**src/rtl/sm_move_seq_if.sv**
```systemverilog
// Command, configuration and status bundle for the move sequencer.
// master: the controller side (drives commands, config and pulse_tick; observes status).
// slave : the sequencer side (consumes commands/config/ticks; drives period, enable and status).
interface sm_move_seq_if #(
    parameter int unsigned SIZE = 16
);
    logic            cmd_start;
    logic            cmd_stop;
    logic            cmd_abort;
    logic            cmd_dir;
    logic [SIZE-1:0] cmd_steps;
    logic [SIZE-1:0] cfg_period_start;
    logic [SIZE-1:0] cfg_period_min;
    logic [SIZE-1:0] cfg_ramp_dec;
    logic            pulse_tick;
    logic [SIZE-1:0] period;
    logic            drv_en_SM;
    logic            dir;
    logic            busy;
    logic            done;
    logic [SIZE-1:0] remaining;

    modport master (
        output cmd_start, cmd_stop, cmd_abort, cmd_dir, cmd_steps,
        output cfg_period_start, cfg_period_min, cfg_ramp_dec, pulse_tick,
        input  period, drv_en_SM, dir, busy, done, remaining
    );

    modport slave (
        input  cmd_start, cmd_stop, cmd_abort, cmd_dir, cmd_steps,
        input  cfg_period_start, cfg_period_min, cfg_ramp_dec, pulse_tick,
        output period, drv_en_SM, dir, busy, done, remaining
    );
endinterface

```
**src/rtl/sm_move_seq.sv**
```systemverilog
// Stepper move sequencer: trapezoidal period profile (accelerate, cruise, decelerate) driven
// by pulse_tick strobes from an external pulse generator.
// Ports:
//   clk    - system clock
//   rst_n  - asynchronous active-low reset, release synchronised internally
//   bus_io - sm_move_seq_if.slave: commands/config/pulse_tick in; period, drv_en_SM, dir,
//            busy, done, remaining out (all registered)
module sm_move_seq #(
    parameter int unsigned SIZE     = 16,
    parameter int unsigned RAMP_MAX = 1024
) (
    input logic          clk,
    input logic          rst_n,
    sm_move_seq_if.slave bus_io
);

    localparam int unsigned      RampW   = $clog2(RAMP_MAX + 1);
    localparam logic [RampW-1:0] RampSat = RampW'(RAMP_MAX);

    typedef enum logic [2:0] {StIdle, StAccel, StCruise, StDecel, StDone} state_e;

    state_e           state_q, state_d;
    logic [SIZE-1:0]  period_q, period_d;
    logic [SIZE-1:0]  rem_q, rem_d;
    logic [RampW-1:0] ramp_q, ramp_d;
    logic             dir_q, dir_d;
    logic             busy_q, drv_en_q, done_q;
    logic             rst_sync_q;

    // Helper values shared by the next-state logic
    logic [SIZE-1:0]  rem_tick;    // remaining after one tick, floored at 0
    logic [SIZE-1:0]  rem_now;     // remaining including a coincident tick
    logic [SIZE-1:0]  rem_stop;    // min(rem_now, ramp_q)
    logic [SIZE-1:0]  period_diff;
    logic [SIZE-1:0]  period_acc;  // accelerated period, clamped at cfg_period_min
    logic [SIZE:0]    period_sum;
    logic [SIZE-1:0]  period_dec;  // decelerated period, clamped at cfg_period_start
    logic [RampW-1:0] ramp_inc;
    logic [RampW-1:0] ramp_dn;
    logic [RampW-1:0] ramp_nxt;

    always_comb begin
        rem_tick = (rem_q == '0) ? '0 : rem_q - SIZE'(1);
        rem_now  = bus_io.pulse_tick ? rem_tick : rem_q;
        // In the else branch ramp_q < rem_now, so it fits in SIZE bits
        if (32'(rem_now) <= 32'(ramp_q)) begin
            rem_stop = rem_now;
        end else begin
            rem_stop = SIZE'(ramp_q);
        end

        period_diff = period_q - bus_io.cfg_ramp_dec;
        if ((bus_io.cfg_ramp_dec > period_q) || (period_diff < bus_io.cfg_period_min)) begin
            period_acc = bus_io.cfg_period_min;
        end else begin
            period_acc = period_diff;
        end

        // Extra MSB catches the carry so an overflowing sum saturates too
        period_sum = {1'b0, period_q} + {1'b0, bus_io.cfg_ramp_dec};
        if (period_sum > {1'b0, bus_io.cfg_period_start}) begin
            period_dec = bus_io.cfg_period_start;
        end else begin
            period_dec = period_sum[SIZE-1:0];
        end

        ramp_inc = (ramp_q >= RampSat) ? RampSat : ramp_q + RampW'(1);
        ramp_dn  = (ramp_q == '0) ? '0 : ramp_q - RampW'(1);
        ramp_nxt = (state_q == StAccel) ? ramp_inc : ramp_q;
    end

    always_comb begin
        state_d  = state_q;
        period_d = period_q;
        rem_d    = rem_q;
        ramp_d   = ramp_q;
        dir_d    = dir_q;

        if ((state_q != StIdle) && bus_io.cmd_abort) begin
            state_d  = StIdle;
            period_d = bus_io.cfg_period_start;
            rem_d    = '0;
            ramp_d   = '0;
        end else begin
            unique case (state_q)
                StIdle: begin
                    if (bus_io.cmd_start) begin
                        dir_d    = bus_io.cmd_dir;
                        rem_d    = bus_io.cmd_steps;
                        period_d = bus_io.cfg_period_start;
                        ramp_d   = '0;
                        state_d  = (bus_io.cmd_steps == '0) ? StDone : StAccel;
                    end
                end
                StAccel, StCruise: begin
                    if (bus_io.cmd_stop) begin
                        // Ramp down over as many pulses as were spent ramping up
                        rem_d   = rem_stop;
                        state_d = (rem_stop == '0) ? StDone : StDecel;
                    end else if (bus_io.pulse_tick) begin
                        rem_d  = rem_tick;
                        ramp_d = ramp_nxt;
                        if (state_q == StAccel) begin
                            period_d = period_acc;
                        end
                        if (rem_tick == '0) begin
                            state_d = StDone;
                        end else if (32'(rem_tick) <= 32'(ramp_nxt)) begin
                            state_d = StDecel;
                        end else if ((state_q == StAccel) &&
                                     (period_acc == bus_io.cfg_period_min)) begin
                            state_d = StCruise;
                        end
                    end
                end
                StDecel: begin
                    if (bus_io.pulse_tick) begin
                        rem_d    = rem_tick;
                        period_d = period_dec;
                        ramp_d   = ramp_dn;
                        if (rem_tick == '0) begin
                            state_d = StDone;
                        end
                    end
                end
                StDone: begin
                    state_d = StIdle;
                end
                default: begin
                    state_d = StIdle;
                end
            endcase
        end
    end

    // Single-stage release synchroniser: state first updates on the second edge after release
    always_ff @(posedge clk or negedge rst_n) begin
        if (!rst_n) begin
            rst_sync_q <= 1'b0;
        end else begin
            rst_sync_q <= 1'b1;
        end
    end

    always_ff @(posedge clk or negedge rst_n) begin
        if (!rst_n) begin
            state_q  <= StIdle;
            period_q <= '0;
            rem_q    <= '0;
            ramp_q   <= '0;
            dir_q    <= 1'b0;
            busy_q   <= 1'b0;
            drv_en_q <= 1'b0;
            done_q   <= 1'b0;
        end else if (rst_sync_q) begin
            state_q  <= state_d;
            period_q <= period_d;
            rem_q    <= rem_d;
            ramp_q   <= ramp_d;
            dir_q    <= dir_d;
            busy_q   <= (state_d != StIdle);
            drv_en_q <= (state_d == StAccel) || (state_d == StCruise) || (state_d == StDecel);
            done_q   <= (state_d == StDone);
        end
    end

    assign bus_io.period    = period_q;
    assign bus_io.remaining = rem_q;
    assign bus_io.dir       = dir_q;
    assign bus_io.busy      = busy_q;
    assign bus_io.drv_en_SM = drv_en_q;
    assign bus_io.done      = done_q;

endmodule

```
**src/flat_wrapper.sv**
```systemverilog
// flat-port wrapper written by rule: the top's interface ports become plain ports
module sm_move_seq_flat 
#(
    parameter int unsigned SIZE     = 16,
    parameter int unsigned RAMP_MAX = 1024
)
  (clk, rst_n, bus_io_cmd_start, bus_io_cmd_stop, bus_io_cmd_abort, bus_io_cmd_dir, bus_io_cmd_steps, bus_io_cfg_period_start, bus_io_cfg_period_min, bus_io_cfg_ramp_dec, bus_io_pulse_tick, bus_io_period, bus_io_drv_en_SM, bus_io_dir, bus_io_busy, bus_io_done, bus_io_remaining);
  sm_move_seq_if #(.SIZE(SIZE)) bus_io_i ();
  input logic clk;
  input logic rst_n;
  input wire logic [$bits(bus_io_i.cmd_start)-1:0] bus_io_cmd_start;
  input wire logic [$bits(bus_io_i.cmd_stop)-1:0] bus_io_cmd_stop;
  input wire logic [$bits(bus_io_i.cmd_abort)-1:0] bus_io_cmd_abort;
  input wire logic [$bits(bus_io_i.cmd_dir)-1:0] bus_io_cmd_dir;
  input wire logic [$bits(bus_io_i.cmd_steps)-1:0] bus_io_cmd_steps;
  input wire logic [$bits(bus_io_i.cfg_period_start)-1:0] bus_io_cfg_period_start;
  input wire logic [$bits(bus_io_i.cfg_period_min)-1:0] bus_io_cfg_period_min;
  input wire logic [$bits(bus_io_i.cfg_ramp_dec)-1:0] bus_io_cfg_ramp_dec;
  input wire logic [$bits(bus_io_i.pulse_tick)-1:0] bus_io_pulse_tick;
  output wire logic [$bits(bus_io_i.period)-1:0] bus_io_period;
  output wire logic [$bits(bus_io_i.drv_en_SM)-1:0] bus_io_drv_en_SM;
  output wire logic [$bits(bus_io_i.dir)-1:0] bus_io_dir;
  output wire logic [$bits(bus_io_i.busy)-1:0] bus_io_busy;
  output wire logic [$bits(bus_io_i.done)-1:0] bus_io_done;
  output wire logic [$bits(bus_io_i.remaining)-1:0] bus_io_remaining;
  assign bus_io_i.cmd_start = bus_io_cmd_start;
  assign bus_io_i.cmd_stop = bus_io_cmd_stop;
  assign bus_io_i.cmd_abort = bus_io_cmd_abort;
  assign bus_io_i.cmd_dir = bus_io_cmd_dir;
  assign bus_io_i.cmd_steps = bus_io_cmd_steps;
  assign bus_io_i.cfg_period_start = bus_io_cfg_period_start;
  assign bus_io_i.cfg_period_min = bus_io_cfg_period_min;
  assign bus_io_i.cfg_ramp_dec = bus_io_cfg_ramp_dec;
  assign bus_io_i.pulse_tick = bus_io_pulse_tick;
  assign bus_io_period = bus_io_i.period;
  assign bus_io_drv_en_SM = bus_io_i.drv_en_SM;
  assign bus_io_dir = bus_io_i.dir;
  assign bus_io_busy = bus_io_i.busy;
  assign bus_io_done = bus_io_i.done;
  assign bus_io_remaining = bus_io_i.remaining;
  sm_move_seq #(.SIZE(SIZE), .RAMP_MAX(RAMP_MAX)) u_core (.clk(clk), .rst_n(rst_n), .bus_io(bus_io_i));
endmodule
```
**config.mk**
```make
export PLATFORM = sky130hd
export DESIGN_NAME = sm_move_seq_flat
export DESIGN_NICKNAME = d
export VERILOG_FILES = /design/src/rtl/sm_move_seq_if.sv /design/src/rtl/sm_move_seq.sv /design/src/flat_wrapper.sv
export SDC_FILE = /design/constraint.sdc
export NUM_CORES = 1
export LEC_CHECK = 0
export ABC_AREA = 0
export BUFFER_PORTS_ARGS = -buffer_cell sky130_fd_sc_hd__buf_2
export CORE_MARGIN = 2
export CORE_UTILIZATION = 45
export CTS_CLUSTER_SIZE = 16
export DETAILED_ROUTE_END_ITERATION = 8
export GPL_ROUTABILITY_DRIVEN = 0
export SETUP_SLACK_MARGIN = 0.1
export SLEW_MARGIN = 20
export SYNTH_ARGS = -nofsm -noshare
export SYNTH_HDL_FRONTEND = slang
export SYNTH_SLANG_ARGS = --single-unit
```
**constraint.sdc**
```tcl
create_clock -name clk -period 9.57 [get_ports clk]
set_input_delay 0 -clock clk [delete_from_list [all_inputs] [get_ports clk]]
set_output_delay 0 -clock clk [all_outputs]
set_load 0.005 [all_outputs]
```
==> impl_metrics.tcl, run 1 <==
set metrics [dict create \
    post-synth-top-count-cell "nor2_1" \
    yosys_warnings 0 \
    wirelength_mm 25.6 \
    p_per_area_mw_per_mm2 338 \
    cp-end-kind "register" \
    fillerInstances 1754 \
    reg2regPathDepth 16 \
    critPathMostFrequentCell "a21oi_1" \
    core_area_mm2 0.0171 \
    start_util 0.456 \
    required_ps 9750 \
    dp_hpwl_mm 20.0 \
    power.leakage_nw 3.93 \
    finalNetCount 1261 \
    ys_ff_latch 51 \
    report.final.setup_viol 0 \
    die_h_um 136 \
    syn_area_per_cell_um2 7.52 \
    dpl.cell_count 1314 \
    cp_slowest_cell "o41ai_1" \
    grt_max_degree 52 \
    syn_to_final_growth_pct 10.5 \
    min_to "u_core.bus_io.period[15]" \
    synth_ff_type "dfrtp_1" \
    cts_resized 0 \
    finalHoldViolCount 0 \
    pre_cts_ws_ps 4120 \
    wire_per_inst_um 19.3 \
    regToRegSetupSlack_ps 4040 \
    synth_top_area_frac 0.164 \
    drv_slew 0 \
    die_w_um 136 \
    antenna_found_initial 0 \
    postCtsHoldBufs 4 \
    ios 107 \
    outcome "complete, no violations" \
    slew_headroom 0.337 \
    cts_tree "done" \
    critical_path_arrival_ps 5700 \
    hold_start "bus_io_cfg_period_start[15]" \
    synth-seq-area-share 0.164 \
    antenna_left 0 \
    setup_tns_ps 0 \
    period_share 0.578 \
    r2r-start "u_core.bus_io.period[5]" \
    hold_path_class "primary input to register" \
    syn-num-nets 1199 \
    min_path_cells 3 \
    fin_crit_ps 5530 \
    drt_iter0_markers 536 \
    maxCapViolations 0 \
    htreeDepth 2 \
    numCtsBuffers 5 \
    skew_ps 8.57 \
    dr.pass1.iters 5 \
    grt-ovfl-total 0 \
    die_area_mm2 0.0184 \
    peakVddDrop_mv 0.161 \
    rsz0062_at_grt "false" \
    insertion_delay_ps 310 \
    grt_pass1_vias 7574 \
    num_vias 8074 \
    fmax_ghz 0.181 \
    synth_top_cell_by_area "dfrtp_1" \
    drive_above_1_share 0.153 \
    cts.path.max_buffers 2 \
    postCtsSetupBuffers 0 \
    start_kind "register" \
    synthesis.instances 1038 \
    antenna_cells 0 \
    cp_max_fo 18 \
    fin_cells 1326 \
    fin_ws_ps 4040 \
    ys_types 97 \
    synth_edf_count 0 \
    synthTopCellsByArea "dfrtp_1 16%, ha_1 14%, nor2_1 5.1%, o21ai_0 4.7%, a21oi_1 4.3%" \
    synth_top_cells_by_count "105 x nor2_1, 88 x ha_1, 87 x inv_1, 74 x o21ai_0, 73 x nand2_1" \
    r2r-end "u_core.bus_io.period[5]" \
    clockRootBuffer "clkbuf_16" \
    synthesis.area_mm2 0.00780 \
    clk_pin_slew_ps 70 \
    path_cells "ha_1 > inv_1 > a21oi_1 > a21oi_1 > o41ai_1 > o31ai_1 > xnor2_1 > ha_1 > a21o_1 > a2111oi_0 > nand2_1 > o21ai_0 > a21oi_1 > o21a_1 > a221oi_1 > a21oi_1" \
    crit_type "register to register" \
    worstMarginPinSlew_ps 995 \
    async_flop_share 1.00 \
    cts.sinks 51 \
    io_buffers 106 \
    row_count 48 \
    grt_pass1_wl_mm 40.5 \
    max_stage_delay_ps 700 \
    vias_per_cell 6.09 \
    drc 0 \
    grt_usage 0.279 \
]
## critical path: cells and delay by family (launching register included)
kind | cells | cell delay [ps]
XOR/XNOR | 1 | 320
flip-flops | 1 | 410
AO/OA/AOI/OAI | 11 | 3400
adder cells (fa/ha/maj) | 2 | 970
buffers and inverters | 1 | 180
AND/OR/NAND/NOR | 1 | 90
## kinds of logic (layout without fill, tap and decap cells)
| group | count (synthesis) | after routing | synth area share |
|---|---|---|---|
| AOI/OAI and AO/OA | 317 | 317 | 0.275 |
| other | 1 | 1 | 0.000481 |
| DFF | 51 | 51 | 0.164 |
| muxes | 30 | 30 | 0.0398 |
| and+or+nand+nor | 350 | 350 | 0.237 |
| buffers and inverters | 151 | 214 | 0.0776 |
| adders and majority gates | 90 | 90 | 0.146 |
| xor gates and xnor gates | 48 | 48 | 0.0611 |
## cell usage in the layout, fill, tap and decap left out, drive strengths merged, types with 14 or more instances in the layout
| cell | netlist | routed |
|---|---|---|
| a21oi | 68 | 68 |
| a221oi | 15 | 15 |
| a31oi | 14 | 14 |
| buf | 26 | 114 |
| dfrtp | 51 | 51 |
| ha | 88 | 88 |
| inv | 87 | 87 |
| mux2i | 25 | 25 |
| nand2 | 74 | 74 |
| nand3 | 16 | 16 |
| nand4 | 28 | 28 |
| nor2 | 106 | 106 |
| nor2b | 16 | 16 |
| nor3 | 26 | 26 |
| nor4 | 18 | 18 |
| o21ai | 87 | 87 |
| xnor2 | 36 | 36 |
## metal layers
metal,GRT usage,part of all wire,up-vias
met3,0.0266,0.046,48
met5,0,0,-
met4,0.0885,0.030,0
met2,0.486,0.49,263
met1,0.364,0.44,3819
li1,-,-,3944
## sequential cells by signal (all words and copies together), names as in the netlist
register and cells:
u_core.bus_io.period 16, u_core.bus_io.remaining 16, u_core.ramp_q 11, u_core.state_q 3
u_core.bus_io.busy 1, u_core.bus_io.dir 1, u_core.bus_io.done 1, u_core.bus_io.drv_en_SM 1
u_core.rst_sync_q 1
## where the power goes
part           switching, W  internal, W  leakage [nW]
clock network     0.0000947     0.000131        0.0868
logic               0.00133     0.000931          3.20
registers          0.000145     0.000285         0.635
total               0.00157      0.00135          3.93
## final cells by class
cell class / count / area, um2 / area share
Sequential cell: 51 / 1280 / 0.148
Tap cell: 225 / 282 / 0.0326
Clock buffer: 6 / 139 / 0.0161
Clock inverter: 2 / 35.0 / 0.00406
Inverter: 88 / 330 / 0.0383
Timing Repair Buffer: 118 / 631 / 0.0731
Multi-Input combinational cell: 836 / 5930 / 0.688
## through the flow
stage / area [um2] / hold WS, ps / power, W / utilization
2_1_floorplan: 7800 / -296 / 0.00207 / -
3_3_place_gp: 8410 / 201 / 0.00265 / 0.491
3_5_place_dp: 8410 / 213 / 0.00265 / 0.491
4_1_cts: 8620 / 8.29 / 0.00290 / 0.504
5_1_grt: 8620 / 38.0 / 0.00318 / 0.504
6_report: 8620 / 10.5 / 0.00291 / 0.504
## worst max path at each step
| stage | from | to | slack (ps) |
|---|---|---|---|
| 5_1_grt | u_core.bus_io.remaining[0] | u_core.bus_io.remaining[2] | 3620 |
| 3_3_place_gp | u_core.bus_io.period[5] | u_core.bus_io.period[5] | 4140 |
| 2_1_floorplan | u_core.bus_io.period[5] | u_core.bus_io.period[10] | 5370 |
| 3_5_place_dp | u_core.bus_io.remaining[0] | u_core.bus_io.remaining[4] | 4120 |
| 4_1_cts | u_core.bus_io.remaining[0] | u_core.bus_io.remaining[3] | 4080 |
| 6_report | u_core.bus_io.period[5] | u_core.bus_io.period[5] | 4040 |
Power figures use the tool's default switching activity.
==> run 2: changes to the inputs <==
ABC_AREA = 1   (was 0)
PLACE_DENSITY = 0.67   (was unset)
clock period = 5 ns   (was 9.57 ns; I/O delays follow)
==> impl_metrics.tcl, run 2 <==
set metrics [dict create \
    start_kind "register" \
    synth_top_cells_by_count "311 x nand2_1, 224 x inv_1, 100 x nor2_1, 97 x a21oi_1, 89 x nand3_1" \
    numCtsBuffers 5 \
    fin_crit_ps 4500 \
    crit_type "register to register" \
    antenna_cells 0 \
    peakVddDrop_mv 0.295 \
    die_area_mm2 0.0187 \
    final_common_cell "nand2_1" \
    r2r-start "u_core.bus_io.period[2]" \
    drt_iter0_markers 691 \
    grt_pass1_vias 8470 \
    min_path_cells 3 \
    power_frac_seq 0.128 \
    power.switching_w 0.00362 \
    synth-seq-area-share 0.161 \
    hold_path_class "primary input to register" \
    synth_top_area_frac 0.161 \
    antenna_left 0 \
    drv_slew 0 \
    io_buffers 106 \
    ys_types 53 \
    dpl.cell_count 1609 \
    maxCapViolations 0 \
    top_layer_used "met4" \
    multi_input_area_mm2 0.00563 \
    wire_per_inst_um 15.8 \
    dp_hpwl_mm 20.4 \
    regToRegSetupSlack_ps 500 \
    hold_start "bus_io_cmd_steps[13]" \
    clkPwrFrac 0.062 \
    seq_area_mm2 0.00128 \
    internal_power_w 0.00248 \
    start_util 0.459 \
    fillerInstances 1864 \
    worstMarginPinSlew_ps 749 \
    fin_ws_ps 505 \
    drt-met1-wl_mm 10.6 \
    rsz0062_at_grt "false" \
    required_ps 5220 \
    wirelength_mm 25.7 \
    yosys_warnings 0 \
    num_vias 8995 \
    htreeDepth 2 \
    synth_top_cell_by_area "dfrtp_1" \
    final_cell_mix "311 x nand2_1, 224 x inv_1, 106 x buf_2, 100 x nor2_1, 97 x a21oi_1" \
    outcome "complete, no violations" \
    syn-num-nets 1468 \
    ios 107 \
    period_share 0.899 \
    ys_ff_latch 51 \
    report.final.setup_viol 0 \
    combPwrFrac 0.809 \
    p_per_area_mw_per_mm2 681 \
    p_sw_frac 0.593 \
    cp_max_fo 12 \
    post-synth-top-count-cell "nand2_1" \
    min_to "u_core.bus_io.remaining[13]" \
    antenna_found_initial 0 \
    reg2regPathDepth 23 \
    cp_slowest_cell "ha_1" \
    cts.path.max_buffers 2 \
    setup_tns_ps 0 \
    synthesis.instances 1307 \
    holdWs_ps 12.8 \
    finalHoldViolCount 0 \
    grt_usage 0.275 \
    cts_tree "done" \
    final_area_mm2 0.00895 \
    dr_wl_met2_mm 12.5 \
    grt_pass1_wl_mm 40.9 \
    clockRootBuffer "clkbuf_16" \
    max_stage_delay_ps 430 \
    met3_length_mm 1.66 \
    vias_per_cell 5.52 \
    synthesis.area_mm2 0.00794 \
    pre_cts_ws_ps 245 \
    async_flop_share 1.00 \
    slew_headroom 0.501 \
    cts.sinks 51 \
    grt-ovfl-total 0 \
    syn_area_per_cell_um2 6.07 \
    fmax_ghz 0.222 \
    dr.pass1.iters 5 \
    skew_ps 11.4 \
    critical_path_arrival_ps 4720 \
    core_area_mm2 0.0173 \
    row_count 48 \
    grt_max_degree 52 \
    power.leakage_nw 4.94 \
    syn_to_final_growth_pct 12.8 \
    insertion_delay_ps 310 \
    r2r-end "u_core.bus_io.period[1]" \
    die_w_um 137 \
    fin_cells 1630 \
    synth_ff_type "dfrtp_1" \
    drive_above_1_share 0.125 \
    drc 0 \
    cp-end-kind "register" \
    path_cells "ha_1 > nor3b_1 > a211oi_1 > o21ai_1 > a21oi_1 > o21ai_0 > a21oi_1 > nor2_1 > o21ai_0 > nand2_1 > xor2_1 > inv_1 > ha_1 > nand2_1 > nor2_1 > a211oi_1 > nor2_1 > nor4_2 > nand3_2 > buf_4 > nand3_1 > nand3_1 > a21oi_1" \
    place_area_mm2 0.00864 \
    synthTopCellsByArea "dfrtp_1 16%, nand2_1 15%, ha_1 14%, inv_1 11%, a21oi_1 6.1%" \
    synth_edf_count 0 \
    finalNetCount 1565 \
    clk_pin_slew_ps 80 \
    die_h_um 137 \
]
## run 2: metrics by stage
step	utilization	power [W]
3_3_place_gp	0.499	0.00554
5_1_grt	0.518	0.00680
3_5_place_dp	0.499	0.00559
2_1_floorplan	-	0.00429
4_1_cts	0.514	0.00601
6_report	0.518	0.00610
## run 2: logic make-up after synthesis
kind of cell,after synthesis,synth area share
AO/OA/AOI/OAI,261,0.187
adder cells (fa/ha/maj),90,0.144
flip-flops,51,0.161
multiplexers,1,0.00142
buffers and inverters,272,0.134
other,1,0.000473
AND/OR/NAND/NOR,596,0.334
XOR/XNOR,35,0.0386
## run 2: what timing repair did
action	CTS	global route
setup endpoints to repair	0	18
buffers inserted	0	1
endpoints found under the hold margin	61	0
hold buffers	11	0
resized for setup	0	10
## run 2: cell type report
class | count | area share
Clock buffer | 5 | 0.0140
Clock inverter | 3 | 0.00294
Inverter | 232 | 0.0973
Sequential cell | 51 | 0.143
Tap cell | 225 | 0.0314
Multi-Input combinational cell | 985 | 0.629
Timing Repair Buffer | 129 | 0.0830
## run 2: power groups by stage
stage	Sequential (W)	Clock (W)	Combinational, W
floorplan	0.000747	0	0.00354
global placement	0.000785	0	0.00476
detailed placement	0.000786	0	0.00481
CTS	0.000779	0.000388	0.00484
global route	0.000808	0.000404	0.00559
finish	0.000783	0.000379	0.00494
## run 2: how the worst max path moves through the flow
stage / cells after the start / start / end / slack, ps
2_1_floorplan: 25 / u_core.bus_io.period[2] / u_core.bus_io.period[10] / 1060
6_report: 23 / u_core.bus_io.period[2] / u_core.bus_io.period[1] / 500
5_1_grt: 38 / u_core.bus_io.period[2] / u_core.bus_io.drv_en_SM / 100
3_3_place_gp: 23 / u_core.bus_io.period[2] / u_core.bus_io.period[10] / 240
3_5_place_dp: 23 / u_core.bus_io.period[2] / u_core.bus_io.period[1] / 240
4_1_cts: 23 / u_core.bus_io.period[2] / u_core.bus_io.period[1] / 230
## run 2: worst max-delay path: cells and delay by family, from the launching register on
kind,cells,cell delay [ps]
flops,1,420
xor+xnor,1,190
fa+ha+maj,2,720
compound gates,8,1340
buf+inv,2,330
simple gates,10,1390
## run 2: layer usage
layer	GRT usage	up-vias
li1	-	4517
met3	0.0315	58
met4	0.112	0
met1	0.335	4092
met2	0.493	328
met5	0	-
==> run 3: changes to the inputs <==
--- a/config.mk
+++ b/config.mk
@@ -9,3 +9,3 @@
 export BUFFER_PORTS_ARGS = -buffer_cell sky130_fd_sc_hd__buf_2
-export CORE_MARGIN = 2
+export CORE_MARGIN = 1
 export CORE_UTILIZATION = 45
@@ -16,2 +16,3 @@
 export SETUP_SLACK_MARGIN = 0.1
+export SKIP_CTS_REPAIR_TIMING = 1
 export SLEW_MARGIN = 20
--- a/constraint.sdc
+++ b/constraint.sdc
@@ -3,2 +3,2 @@
 set_output_delay 0 -clock clk [all_outputs]
-set_load 0.005 [all_outputs]
+set_load 0.02 [all_outputs]
==> impl_metrics.tcl, run 3 (same netlist as run 2, synthesis figures left out) <==
set metrics [dict create \
    drt_iter0_markers 648 \
    max_stage_delay_ps 470 \
    holdWs_ps -16.3 \
    path_cells "ha_1 > nor3b_1 > a211oi_1 > o21ai_0 > a21oi_1 > o21ai_0 > a21oi_1 > nor2_1 > o21ai_0 > nand2_1 > xor2_1 > inv_1 > ha_1 > nand2_1 > nor2_1 > a211oi_1 > nor2_1 > nor4_2 > nand3_2 > nand2_2 > nand2_1 > nand3_1 > a21oi_1" \
    vias_per_cell 5.47 \
    required_ps 5190 \
    drv_slew 0 \
    die_h_um 135 \
    die_w_um 135 \
    crit_type "register to register" \
    start_util 0.460 \
    num_vias 8860 \
    cts.sinks 51 \
    fmax_ghz 0.223 \
    hold_path_class "primary input to register" \
    antenna_found_initial 1 \
    r2r-start "u_core.bus_io.period[1]" \
    dp_hpwl_mm 20.1 \
    die_area_mm2 0.0182 \
    grt_max_degree 52 \
    setup_tns_ps 0 \
    crit_path_start "u_core.bus_io.period[1]" \
    clk_pin_slew_ps 90 \
    reg2regPathDepth 23 \
    peakVddDrop_mv 0.442 \
    htreeDepth 2 \
    core_area_mm2 0.0172 \
    cp-end-kind "register" \
    min_to "u_core.bus_io.remaining[9]" \
    drive_above_1_share 0.125 \
    worst-path-buf-inv 1 \
    antenna_cells 0 \
    p_per_area_mw_per_mm2 702 \
    wire_per_inst_um 15.5 \
    fin_crit_ps 4480 \
    internal_power_w 0.00247 \
    cp_slowest_cell "dfrtp_1" \
    min_path_cells 3 \
    period_share 0.896 \
    final_common_cell "nand2_1" \
    start_kind "register" \
    slew_headroom 0.481 \
    finalNetCount 1554 \
    cp_top_family "simple AND/OR/NAND/NOR gates" \
    grt_usage 0.284 \
    power_frac_seq 0.126 \
    report.final.setup_viol 0 \
    skew_ps 14.3 \
    antenna_left 0 \
    regToRegSetupSlack_ps 520 \
    dr.pass1.iters 6 \
    grt_pass1_wl_mm 40.8 \
    io_buffers 106 \
    fin_ws_ps 522 \
    clkPwrFrac 0.063 \
    violations "negative hold slack" \
    final_cell_mix "310 x nand2_1, 224 x inv_1, 106 x buf_2, 100 x nor2_1, 97 x a21oi_1" \
    combPwrFrac 0.810 \
    cp_max_fo 16 \
    maxCapViolations 0 \
    wirelength_mm 25.2 \
    ios 107 \
    fin_util 0.512 \
    power.switching_w 0.00373 \
    r2r-end "u_core.bus_io.period[12]" \
    grt_pass1_vias 8397 \
    finalHoldViolCount 4 \
    worstMarginPinSlew_ps 779 \
    grt-ovfl-total 0 \
    syn_to_final_growth_pct 11.3 \
    outcome "complete, but fails checks" \
    hold_start "bus_io_cmd_steps[9]" \
    row_count 48 \
    cts_tree "done" \
    rsz0062_at_grt "false" \
    p_sw_frac 0.601 \
    power.leakage_nw 4.88 \
    clockRootBuffer "clkbuf_16" \
    insertion_delay_ps 320 \
    critical_path_arrival_ps 4670 \
    pre_cts_ws_ps 356 \
    drc 0 \
    cts.path.max_buffers 2 \
    numCtsBuffers 5 \
]
## run 3: changes by cell type in the layout (fill, tap and decap cells not counted), sizes merged
cell         before  now
dlygate4sd3      11    2
nand3            98   97
clkinvlp          0    1
buf             118  117
inv             234  233
## run 3: power groups by stage
stage	Sequential, W	Combinational (W)	Clock (W)
3_3_place_gp	0.000786	0.00490	0
4_1_cts	0.000781	0.00496	0.000402
6_report	0.000783	0.00502	0.000392
2_1_floorplan	0.000895	0.00354	0
5_1_grt	0.000814	0.00569	0.000411
3_5_place_dp	0.000789	0.00494	0
## run 3: cell type report
cell class                      instances  area, um2
Tap cell                              225        282
Sequential cell                        51       1280
Inverter                              232        871
Multi-Input combinational cell        984       5610
Clock buffer                            5        125
Timing Repair Buffer                  119        633
Clock inverter                          3       27.5
Fill cell                            1830       8410
## run 3: worst min-delay path, stage by stage
cell	delay, ps
buf_2	90
a21oi_1	60
o22ai_1	100
## run 3: worst max-delay path by stage
stage | to | slack (ps) | cells past startpoint
floorplan | u_core.bus_io.period[10] | 980 | 25
global route | u_core.bus_io.drv_en_SM | 60 | 33
finish | u_core.bus_io.period[12] | 520 | 23
CTS | u_core.bus_io.period[12] | 330 | 23
detailed placement | u_core.bus_io.period[12] | 360 | 23
global placement | u_core.bus_io.period[14] | 390 | 23
## run 3: metal layers
layer / up-vias / track usage / share of wire
met5: - / 0 / 0.00048
li1: 4480 / - / -
met3: 46 / 0.0353 / 0.051
met4: 2 / 0.105 / 0.028
met1: 4045 / 0.346 / 0.42
met2: 287 / 0.509 / 0.50
## run 3: stage by stage
step	cell area, um2	hold WS, ps	total power, W	instances
2_1_floorplan	7940	-296	0.00444	1307
3_3_place_gp	8640	212	0.00569	1609
3_5_place_dp	8640	217	0.00573	1609
4_1_cts	8790	-127	0.00615	1617
5_1_grt	8830	2.17	0.00691	1619
6_report	8830	-16.3	0.00620	1619
